<file path="config.mk">
export PLATFORM = sky130hd
export DESIGN_NAME = bus_slave_ctrl_mc_flat
export DESIGN_NICKNAME = d
export VERILOG_FILES = /design/src/rtl/bus_slave_ctrl_mc_pkg.sv /design/src/rtl/bus_slave_ctrl_mc_if.sv /design/src/rtl/bus_slave_ctrl_mc_bus_fifo_sync.sv /design/src/rtl/bus_slave_ctrl_mc.sv /design/src/flat_wrapper.sv
export SDC_FILE = /design/constraint.sdc
export NUM_CORES = 1
export LEC_CHECK = 0
export CORE_ASPECT_RATIO = 0.7
export CORE_UTILIZATION = 35
export CTS_CLUSTER_DIAMETER = 30
export DETAILED_ROUTE_END_ITERATION = 12
export MAX_ROUTING_LAYER = met4
export PLACE_DENSITY = 0.57
export SYNTH_ARGS = -nofsm -noshare
export SYNTH_HDL_FRONTEND = slang
export SYNTH_HIERARCHICAL = 1
export SYNTH_SLANG_ARGS = --single-unit
</file>
<file path="constraint.sdc">
create_clock -name clk -period 3.8 [get_ports clk]
set_clock_uncertainty 0.05 [all_clocks]
set_input_delay 0.57 -clock clk [delete_from_list [all_inputs] [get_ports clk]]
set_output_delay 0.57 -clock clk [all_outputs]
set_load 0.005 [all_outputs]
</file>
<file path="src/rtl/bus_slave_ctrl_mc_pkg.sv">
// Shared helpers for the multi-channel bus slave controller: pointer sizing
// and the packed {addr,data} entry width used by the write-channel FIFOs.
package slave_ctrl_pkg;

    localparam int DROP_CNT_W = 16;

    // Minimum bit count to index 'value' entries (never less than 1).
    function automatic int clog2_f(input int value);
        int r;
        r = 1;
        for (int i = 1; i < 31; i++) begin
            if ((1 << i) < value) begin
                r = i + 1;
            end else begin
                r = r;
            end
        end
        return r;
    endfunction

    // {addr,data} packed width, padded up to an even bit count.
    function automatic int entry_w(input int addr_len, input int data_len);
        int w;
        w = addr_len + data_len;
        if ((w % 2) != 0) begin
            w = w + 1;
        end else begin
            w = w;
        end
        return w;
    endfunction

endpackage

</file>
<file path="src/rtl/bus_slave_ctrl_mc_if.sv">
// Shared TABLA data bus as seen by one slave: outgoing word register plus
// the incoming word channel.
interface bus_slave_ctrl_mc_if #(
    parameter int BUS_ADDR_LEN = 3,
    parameter int DATA_LEN     = 16
);
    logic                    valid_to_bus;
    logic [BUS_ADDR_LEN-1:0] addr_to_bus;
    logic [DATA_LEN-1:0]     data_to_bus;
    logic [BUS_ADDR_LEN-1:0] bus_src_out;
    logic                    bus_grant;
    logic                    bus_valid;
    logic [BUS_ADDR_LEN-1:0] bus_src;
    logic [DATA_LEN-1:0]     bus_data;

    modport slave (
        output valid_to_bus, addr_to_bus, data_to_bus, bus_src_out,
        input  bus_grant, bus_valid, bus_src, bus_data
    );

    modport master (
        input  valid_to_bus, addr_to_bus, data_to_bus, bus_src_out,
        output bus_grant, bus_valid, bus_src, bus_data
    );
endinterface

</file>
<file path="src/rtl/bus_slave_ctrl_mc_bus_fifo_sync.sv">
// Synchronous show-ahead FIFO with registered full/empty; a push into a full
// FIFO is accepted when the same cycle pops.
module bus_fifo_sync
    import slave_ctrl_pkg::*;
#(
    parameter int WIDTH = 8,
    parameter int DEPTH = 4
) (
    input  logic             clk,
    input  logic             rstn,
    input  logic             push,
    input  logic             pop,
    input  logic [WIDTH-1:0] din,
    output logic [WIDTH-1:0] dout,
    output logic             full,
    output logic             empty
);
    localparam int AW = clog2_f(DEPTH);
    localparam logic [AW:0] DEPTH_C = (AW+1)'(DEPTH);

    logic [WIDTH-1:0] mem_r [DEPTH];
    logic [AW-1:0]    wptr_r;
    logic [AW-1:0]    rptr_r;
    logic [AW:0]      count_r;
    logic [AW:0]      count_next_s;
    logic             full_r;
    logic             empty_r;
    logic             push_s;
    logic             pop_s;

    // Qualify requests and compute the occupancy after this cycle.
    always_comb begin
        pop_s  = pop & ~empty_r;
        push_s = push & (~full_r | pop_s);
        case ({push_s, pop_s})
            2'b10:   count_next_s = count_r + (AW+1)'(1);
            2'b01:   count_next_s = count_r - (AW+1)'(1);
            default: count_next_s = count_r;
        endcase
    end

    // Pointers, occupancy and registered status flags.
    always_ff @(posedge clk or negedge rstn) begin
        if (!rstn) begin
            wptr_r  <= '0;
            rptr_r  <= '0;
            count_r <= '0;
            full_r  <= 1'b0;
            empty_r <= 1'b1;
        end else begin
            if (push_s) wptr_r <= wptr_r + AW'(1);
            else        wptr_r <= wptr_r;
            if (pop_s)  rptr_r <= rptr_r + AW'(1);
            else        rptr_r <= rptr_r;
            count_r <= count_next_s;
            full_r  <= (count_next_s == DEPTH_C);
            empty_r <= (count_next_s == '0);
        end
    end

    // Storage array.
    always_ff @(posedge clk) begin
        if (push_s) mem_r[wptr_r] <= din;
        else        mem_r[wptr_r] <= mem_r[wptr_r];
    end

    assign dout  = mem_r[rptr_r];
    assign full  = full_r;
    assign empty = empty_r;
endmodule

</file>
<file path="src/rtl/bus_slave_ctrl_mc.sv">
// Multi-channel bus slave: round-robin merge of write channels onto the bus
// register, per-source read buffers popped by the PE. Optional drop counter
// is enabled by defining SLV_OVERFLOW_CNT_EN.
module bus_slave_ctrl_mc
    import slave_ctrl_pkg::*;
#(
    parameter int BUS_ADDR_LEN  = 3,
    parameter int DATA_LEN      = 16,
    parameter int PE_ID         = 0,
    parameter int NUM_WR_CH     = 2,
    parameter int WR_FIFO_DEPTH = 8,
    parameter int NUM_SRC       = 8,
    parameter int RD_DEPTH      = 4
) (
    input  logic                              clk,
    input  logic                              rstn,
    input  logic                              stall,
    input  logic [NUM_WR_CH-1:0]              wr_valid,
    input  logic [NUM_WR_CH*BUS_ADDR_LEN-1:0] wr_addr,
    input  logic [NUM_WR_CH*DATA_LEN-1:0]     wr_data,
    output logic [NUM_WR_CH-1:0]              wr_full,
    bus_slave_ctrl_mc_if.slave                bus,
    input  logic                              src_rq,
    input  logic [BUS_ADDR_LEN-1:0]           src_addr,
    output logic                              src_valid,
    output logic [DATA_LEN-1:0]               src_data,
`ifdef SLV_OVERFLOW_CNT_EN
    output logic [DROP_CNT_W-1:0]             drop_count,
`endif
    output logic [NUM_SRC-1:0]                rd_buffer_full
);
    localparam int EW = entry_w(BUS_ADDR_LEN, DATA_LEN);
    localparam int PW = clog2_f(NUM_WR_CH);

    logic [NUM_WR_CH-1:0]    cand_valid_s;
    logic [EW-1:0]           cand_entry_s [NUM_WR_CH];
    logic [EW-1:0]           sel_entry_s;
    logic                    sel_found_s;
    logic [PW-1:0]           sel_idx_s;
    logic                    load_s;
    logic [PW-1:0]           ptr_r;
    logic                    out_valid_r;
    logic [BUS_ADDR_LEN-1:0] out_addr_r;
    logic [DATA_LEN-1:0]     out_data_r;

    // A channel whose FIFO is empty offers its incoming word directly, so a
    // push into an idle output register reaches the bus one cycle later.
    for (genvar c = 0; c < NUM_WR_CH; c++) begin : g_wr
        logic          empty_s;
        logic          sel_s;
        logic          push_s;
        logic          pop_s;
        logic [EW-1:0] din_s;
        logic [EW-1:0] dout_s;

        assign din_s  = EW'({wr_addr[c*BUS_ADDR_LEN +: BUS_ADDR_LEN], wr_data[c*DATA_LEN +: DATA_LEN]});
        assign sel_s  = sel_found_s & (sel_idx_s == PW'(c));
        assign push_s = wr_valid[c] & ~wr_full[c] & ~(sel_s & empty_s);
        assign pop_s  = sel_s & ~empty_s;
        assign cand_valid_s[c] = ~empty_s | (wr_valid[c] & ~wr_full[c]);
        assign cand_entry_s[c] = empty_s ? din_s : dout_s;

        bus_fifo_sync #(.WIDTH(EW), .DEPTH(WR_FIFO_DEPTH)) u_wr_fifo (
            .clk(clk), .rstn(rstn), .push(push_s), .pop(pop_s),
            .din(din_s), .dout(dout_s), .full(wr_full[c]), .empty(empty_s)
        );
    end

    // Round-robin pick: first offering channel at or after the pointer.
    always_comb begin
        load_s      = ~out_valid_r | bus.bus_grant;
        sel_found_s = 1'b0;
        sel_idx_s   = '0;
        for (int i = 0; i < NUM_WR_CH; i++) begin
            if (load_s && !sel_found_s && cand_valid_s[(int'(ptr_r) + i) % NUM_WR_CH]) begin
                sel_found_s = 1'b1;
                sel_idx_s   = PW'((int'(ptr_r) + i) % NUM_WR_CH);
            end else begin
                sel_found_s = sel_found_s;
            end
        end
        sel_entry_s = cand_entry_s[sel_idx_s];
    end

    // Bus output register and arbiter pointer.
    always_ff @(posedge clk or negedge rstn) begin
        if (!rstn) begin
            ptr_r       <= '0;
            out_valid_r <= 1'b0;
            out_addr_r  <= '0;
            out_data_r  <= '0;
        end else if (sel_found_s) begin
            out_valid_r <= 1'b1;
            out_addr_r  <= sel_entry_s[DATA_LEN +: BUS_ADDR_LEN];
            out_data_r  <= sel_entry_s[DATA_LEN-1:0];
            ptr_r       <= (int'(sel_idx_s) == NUM_WR_CH - 1) ? '0 : sel_idx_s + PW'(1);
        end else if (load_s) begin
            out_valid_r <= 1'b0;
        end else begin
            out_valid_r <= out_valid_r;
        end
    end

    assign bus.valid_to_bus = out_valid_r;
    assign bus.addr_to_bus  = out_addr_r;
    assign bus.data_to_bus  = out_data_r;
    assign bus.bus_src_out  = BUS_ADDR_LEN'(PE_ID);

    logic [NUM_SRC-1:0]  rd_empty_s;
    logic [NUM_SRC-1:0]  rd_pop_req_s;
    logic [DATA_LEN-1:0] rd_dout_s [NUM_SRC];
    logic                rd_hit_s;
    logic [DATA_LEN-1:0] rd_sel_data_s;
    logic                src_ok_s;
    logic                slot_blocked_s;
    logic                drop_s;
    logic                src_valid_r;
    logic [DATA_LEN-1:0] src_data_r;

    for (genvar s = 0; s < NUM_SRC; s++) begin : g_rd
        logic push_s;
        assign push_s          = bus.bus_valid & (bus.bus_src == BUS_ADDR_LEN'(s));
        assign rd_pop_req_s[s] = src_rq & ~stall & (src_addr == BUS_ADDR_LEN'(s));

        bus_fifo_sync #(.WIDTH(DATA_LEN), .DEPTH(RD_DEPTH)) u_rd_fifo (
            .clk(clk), .rstn(rstn), .push(push_s), .pop(rd_pop_req_s[s]),
            .din(bus.bus_data), .dout(rd_dout_s[s]),
            .full(rd_buffer_full[s]), .empty(rd_empty_s[s])
        );
    end

    // Pop-slot lookup and drop detection; a full slot still accepts when popped.
    always_comb begin
        rd_hit_s       = 1'b0;
        rd_sel_data_s  = '0;
        src_ok_s       = 1'b0;
        slot_blocked_s = 1'b0;
        for (int s = 0; s < NUM_SRC; s++) begin
            if (src_addr == BUS_ADDR_LEN'(s)) begin
                rd_hit_s      = ~rd_empty_s[s];
                rd_sel_data_s = rd_dout_s[s];
            end else begin
                rd_hit_s = rd_hit_s;
            end
            if (bus.bus_src == BUS_ADDR_LEN'(s)) begin
                src_ok_s       = 1'b1;
                slot_blocked_s = rd_buffer_full[s] & ~rd_pop_req_s[s];
            end else begin
                src_ok_s = src_ok_s;
            end
        end
        drop_s = bus.bus_valid & (~src_ok_s | slot_blocked_s);
    end

    // Registered pop result, frozen while stalled.
    always_ff @(posedge clk or negedge rstn) begin
        if (!rstn) begin
            src_valid_r <= 1'b0;
            src_data_r  <= '0;
        end else if (!stall) begin
            src_valid_r <= src_rq & rd_hit_s;
            if (src_rq && rd_hit_s) src_data_r <= rd_sel_data_s;
            else                    src_data_r <= src_data_r;
        end else begin
            src_valid_r <= src_valid_r;
        end
    end

    assign src_valid = src_valid_r;
    assign src_data  = src_data_r;

`ifdef SLV_OVERFLOW_CNT_EN
    logic [DROP_CNT_W-1:0] drop_cnt_r;

    // Saturating count of dropped incoming bus words.
    always_ff @(posedge clk or negedge rstn) begin
        if (!rstn) begin
            drop_cnt_r <= '0;
        end else if (drop_s && (drop_cnt_r != {DROP_CNT_W{1'b1}})) begin
            drop_cnt_r <= drop_cnt_r + DROP_CNT_W'(1);
        end else begin
            drop_cnt_r <= drop_cnt_r;
        end
    end

    assign drop_count = drop_cnt_r;
`else
    logic drop_unused_s;
    assign drop_unused_s = drop_s;
`endif
endmodule

</file>
<file path="src/flat_wrapper.sv">
// flat-port wrapper written by rule: the top's interface ports become plain ports
module bus_slave_ctrl_mc_flat import slave_ctrl_pkg::*;
#(
    parameter int BUS_ADDR_LEN  = 3,
    parameter int DATA_LEN      = 16,
    parameter int PE_ID         = 0,
    parameter int NUM_WR_CH     = 2,
    parameter int WR_FIFO_DEPTH = 8,
    parameter int NUM_SRC       = 8,
    parameter int RD_DEPTH      = 4
)
  (clk, rstn, stall, wr_valid, wr_addr, wr_data, wr_full, src_rq, src_addr, src_valid, src_data, rd_buffer_full, bus_valid_to_bus, bus_addr_to_bus, bus_data_to_bus, bus_bus_src_out, bus_bus_grant, bus_bus_valid, bus_bus_src, bus_bus_data);
  bus_slave_ctrl_mc_if #(.BUS_ADDR_LEN(BUS_ADDR_LEN), .DATA_LEN(DATA_LEN)) bus_i ();
  input  logic clk;
  input  logic rstn;
  input  logic stall;
  input  logic [NUM_WR_CH-1:0] wr_valid;
  input  logic [NUM_WR_CH*BUS_ADDR_LEN-1:0] wr_addr;
  input  logic [NUM_WR_CH*DATA_LEN-1:0] wr_data;
  output logic [NUM_WR_CH-1:0] wr_full;
  input  logic src_rq;
  input  logic [BUS_ADDR_LEN-1:0] src_addr;
  output logic src_valid;
  output logic [DATA_LEN-1:0] src_data;
  output logic [NUM_SRC-1:0] rd_buffer_full;
  output wire logic [$bits(bus_i.valid_to_bus)-1:0] bus_valid_to_bus;
  output wire logic [$bits(bus_i.addr_to_bus)-1:0] bus_addr_to_bus;
  output wire logic [$bits(bus_i.data_to_bus)-1:0] bus_data_to_bus;
  output wire logic [$bits(bus_i.bus_src_out)-1:0] bus_bus_src_out;
  input wire logic [$bits(bus_i.bus_grant)-1:0] bus_bus_grant;
  input wire logic [$bits(bus_i.bus_valid)-1:0] bus_bus_valid;
  input wire logic [$bits(bus_i.bus_src)-1:0] bus_bus_src;
  input wire logic [$bits(bus_i.bus_data)-1:0] bus_bus_data;
  assign bus_valid_to_bus = bus_i.valid_to_bus;
  assign bus_addr_to_bus = bus_i.addr_to_bus;
  assign bus_data_to_bus = bus_i.data_to_bus;
  assign bus_bus_src_out = bus_i.bus_src_out;
  assign bus_i.bus_grant = bus_bus_grant;
  assign bus_i.bus_valid = bus_bus_valid;
  assign bus_i.bus_src = bus_bus_src;
  assign bus_i.bus_data = bus_bus_data;
  bus_slave_ctrl_mc #(.BUS_ADDR_LEN(BUS_ADDR_LEN), .DATA_LEN(DATA_LEN), .PE_ID(PE_ID), .NUM_WR_CH(NUM_WR_CH), .WR_FIFO_DEPTH(WR_FIFO_DEPTH), .NUM_SRC(NUM_SRC), .RD_DEPTH(RD_DEPTH)) u_core (.clk(clk), .rstn(rstn), .stall(stall), .wr_valid(wr_valid), .wr_addr(wr_addr), .wr_data(wr_data), .wr_full(wr_full), .bus(bus_i), .src_rq(src_rq), .src_addr(src_addr), .src_valid(src_valid), .src_data(src_data), .rd_buffer_full(rd_buffer_full));
endmodule
</file>
==> results.py, run 1 <==
metrics = {
    "status": {
        "outcome": "complete, no violations",
    },
    "route": {
        "avgViaCountPerCell": 5.11,
        "drt_iter0_drc": 1750,
        "drc_errors": 0,
        "wire_per_inst_um": 23.9,
        "routed_wl_um": 93900,
        "antenna_left": 0,
        "dr.pass1.iters": 5,
        "num_vias": 20100,
    },
    "global_route": {
        "antenna_found_initial": 9,
        "grt_max_degree": 55,
        "grt_use_total_pct": 17.1,
        "grt_pass1_wl_um": 138000,
        "overflow": 0,
        "grt_pass1_vias": 20500,
    },
    "clocking": {
        "cts_setup_buffers": 0,
        "cts_sinks": 950,
        "root_buffer": "clkbuf_16",
        "cts_hold_buf": 1,
        "ctsHtreeMaxLevel": 4,
        "post_cts_resized": 0,
        "path_clk_slew_ns": 0.05,
        "cts_buffers": 162,
        "clock_latency_ns": 0.76,
        "cts_tree": "done",
        "clk_path_buf_depth": 3,
    },
    "setup_path": {
        "reg2reg_to": "u_core/g_wr[1].u_wr_fifo/full",
        "crit_required_ns": 4.38,
        "r2r-start": "u_core/g_wr[0].u_wr_fifo/empty",
        "crit_slowest_cell": "dfstp_2",
        "path_max_fanout": 6,
        "cp.arrival_ns": 3.86,
        "crit_type": "reg -> reg",
        "cpPeakStageDelay_ns": 0.58,
        "r2r_slack_ns": 0.52,
        "worst_r2r_path_depth": 14,
        "crit_chain": "a21oi_1 > and3b_1 > inv_1 > nor2_1 > nor2b_1 > o21a_1 > inv_1 > ha_1 > xor2_1 > ha_1 > a21oi_1 > xor3_1 > a31oi_1 > o21ba_2",
        "crit_path_end_kind": "register",
        "worstSetupStartpointType": "register",
    },
    "die": {
        "die-area_mm2": 0.115,
        "row_count": 102,
        "initial_core_util_pct": 35.5,
        "core_area_mm2": 0.111,
        "die_h_um": 283,
        "die_w_um": 404,
        "num_io_pins": 118,
    },
    "placed_design": {
        "dp.cells": 3621,
        "io_buffers": 114,
        "dp_hpwl_um": 59700,
        "gp_congestion": 0.786,
    },
    "timing": {
        "worst_pin_slew_ns": 1.06,
        "finalHoldViolations": 0,
        "period_minus_slack_ns": 3.28,
        "tns_ns": 0,
        "rsz0062_at_grt": "false",
        "max_freq_mhz": 305,
        "relSlewSlack_pct": 29.0,
        "slew_viol_final": 0,
        "holdWs_ns": 0.298,
        "finalCritPeriodShare_pct": 86.4,
        "setup_viol": 0,
    },
    "power_and_ir_drop": {
        "leakagePower_nw": 17.1,
        "vdd_drop_max_v": 0.000464,
        "p_total_mw": 37.7,
        "power.density_mw_per_mm2": 773,
    },
    "finish": {
        "nFillCells": 9434,
        "syn2layout_area_growth_pct": 23.3,
        "drive_above_1_share_pct": 26.6,
        "diodes": 0,
        "finalCoreUtilization_pct": 43.8,
        "finalNonFillerCells": 3923,
        "nNetsFinal": 2404,
    },
    "yosys": {
        "syn_area_per_cell_um2": 20.1,
        "syn_area_mm2": 0.0396,
        "synth_cells": 1968,
        "yosys_warnings": 6,
    },
    "worst_hold_path": {
        "hold_class": "in -> async",
    },
    "flow_run": {
        "maxCapViolCount": 0,
    },
}
## placed cells by master (no fill, tap or decap), types with 33 or more instances in the layout
cell and instances:
nor2_1 55, clkbuf_16 165, dfrtp_1 122, ha_1 50, nand2_1 44, edfxtp_1 816, mux2_2 94, mux2i_1 65
buf_4 119, mux4_2 80, and2_1 33, xnor2_1 54, inv_1 56, mux4_1 140, clkdlybuf4s50_1 109
## final cells by class
type | instances | area, um^2 | share of cell area (%)
timing repair buffer | 245 | 2250 | 4.60
sequential | 950 | 27900 | 57.1
inverter | 56 | 210 | 0.431
clock buffer | 177 | 4180 | 8.57
multi-input combinational | 863 | 10800 | 22.2
tap | 1508 | 1890 | 3.86
clock inverter | 124 | 1590 | 3.25
## worst max-delay path by stage
stage,from,cells after the start,to
after detailed placement,wr_valid[0],15,u_core/g_wr[1].u_wr_fifo/full
final,u_core/g_wr[0].u_wr_fifo/empty,14,u_core/g_wr[1].u_wr_fifo/full
after global placement,wr_valid[0],15,u_core/g_wr[1].u_wr_fifo/full
after global routing,u_core/g_wr[0].u_wr_fifo/empty,14,u_core/g_wr[1].u_wr_fifo/full
after CTS,u_core/g_wr[0].u_wr_fifo/full,14,u_core/g_wr[1].u_wr_fifo/full
after floorplan,wr_valid[0],18,u_core/g_wr[0].u_wr_fifo/full
## stage by stage
stage          setup slack [ns]  cell area (um^2)
2_1_floorplan            0.0827             39600
6_report                  0.517             48800
3_5_place_dp            -0.0263             43000
5_1_grt                   0.302             48800
4_1_cts                   0.500             48800
3_3_place_gp             0.0543             43000
## worst max-delay path: cells and delay by family (launching register included)
kind / cells / cell delay [ns]
fa+ha+maj: 2 / 0.49
simple gates: 3 / 0.56
compound gates: 5 / 0.84
flops: 1 / 0.58
buf+inv: 2 / 0.17
xor+xnor: 2 / 0.47
## flip-flops by register name, indices dropped and copies added (netlist names), 16 cells and up
signal,flops
u_core/g_rd.u_rd_fifo/mem_r,512
u_core/g_wr.u_wr_fifo/mem_r,304
u_core/g_rd.u_rd_fifo/count_r,24
u_core/bus.data_to_bus,16
u_core/g_rd.u_rd_fifo/rptr_r,16
u_core/g_rd.u_rd_fifo/wptr_r,16
u_core/src_data,16
## report_power, final
group,leakage [nW],internal (mW),switching [mW],total [mW]
Combinational,5.33,4.45,4.22,8.67
Sequential,8.96,12.8,1.09,13.9
Clock,2.78,9.90,5.30,15.2
## metal layers
metal	GRT usage, %	vias to the layer above	wire [um]	part of all wire, %
met5	-	-	0	0
met4	4.73	0	1650	1.8
met3	4.53	130	8020	8.5
met2	22.9	690	40600	43
met1	25.3	10600	43700	47
li1	-	8642	-	-
No activity file was read; power rests on OpenSTA's default activity.
==> run 2, diff against run 1 <==
Settings changed: SLEW_MARGIN from default to 10.
==> results of run 2 <==
Final layout, timing and power as in run 1 (identical DEF).
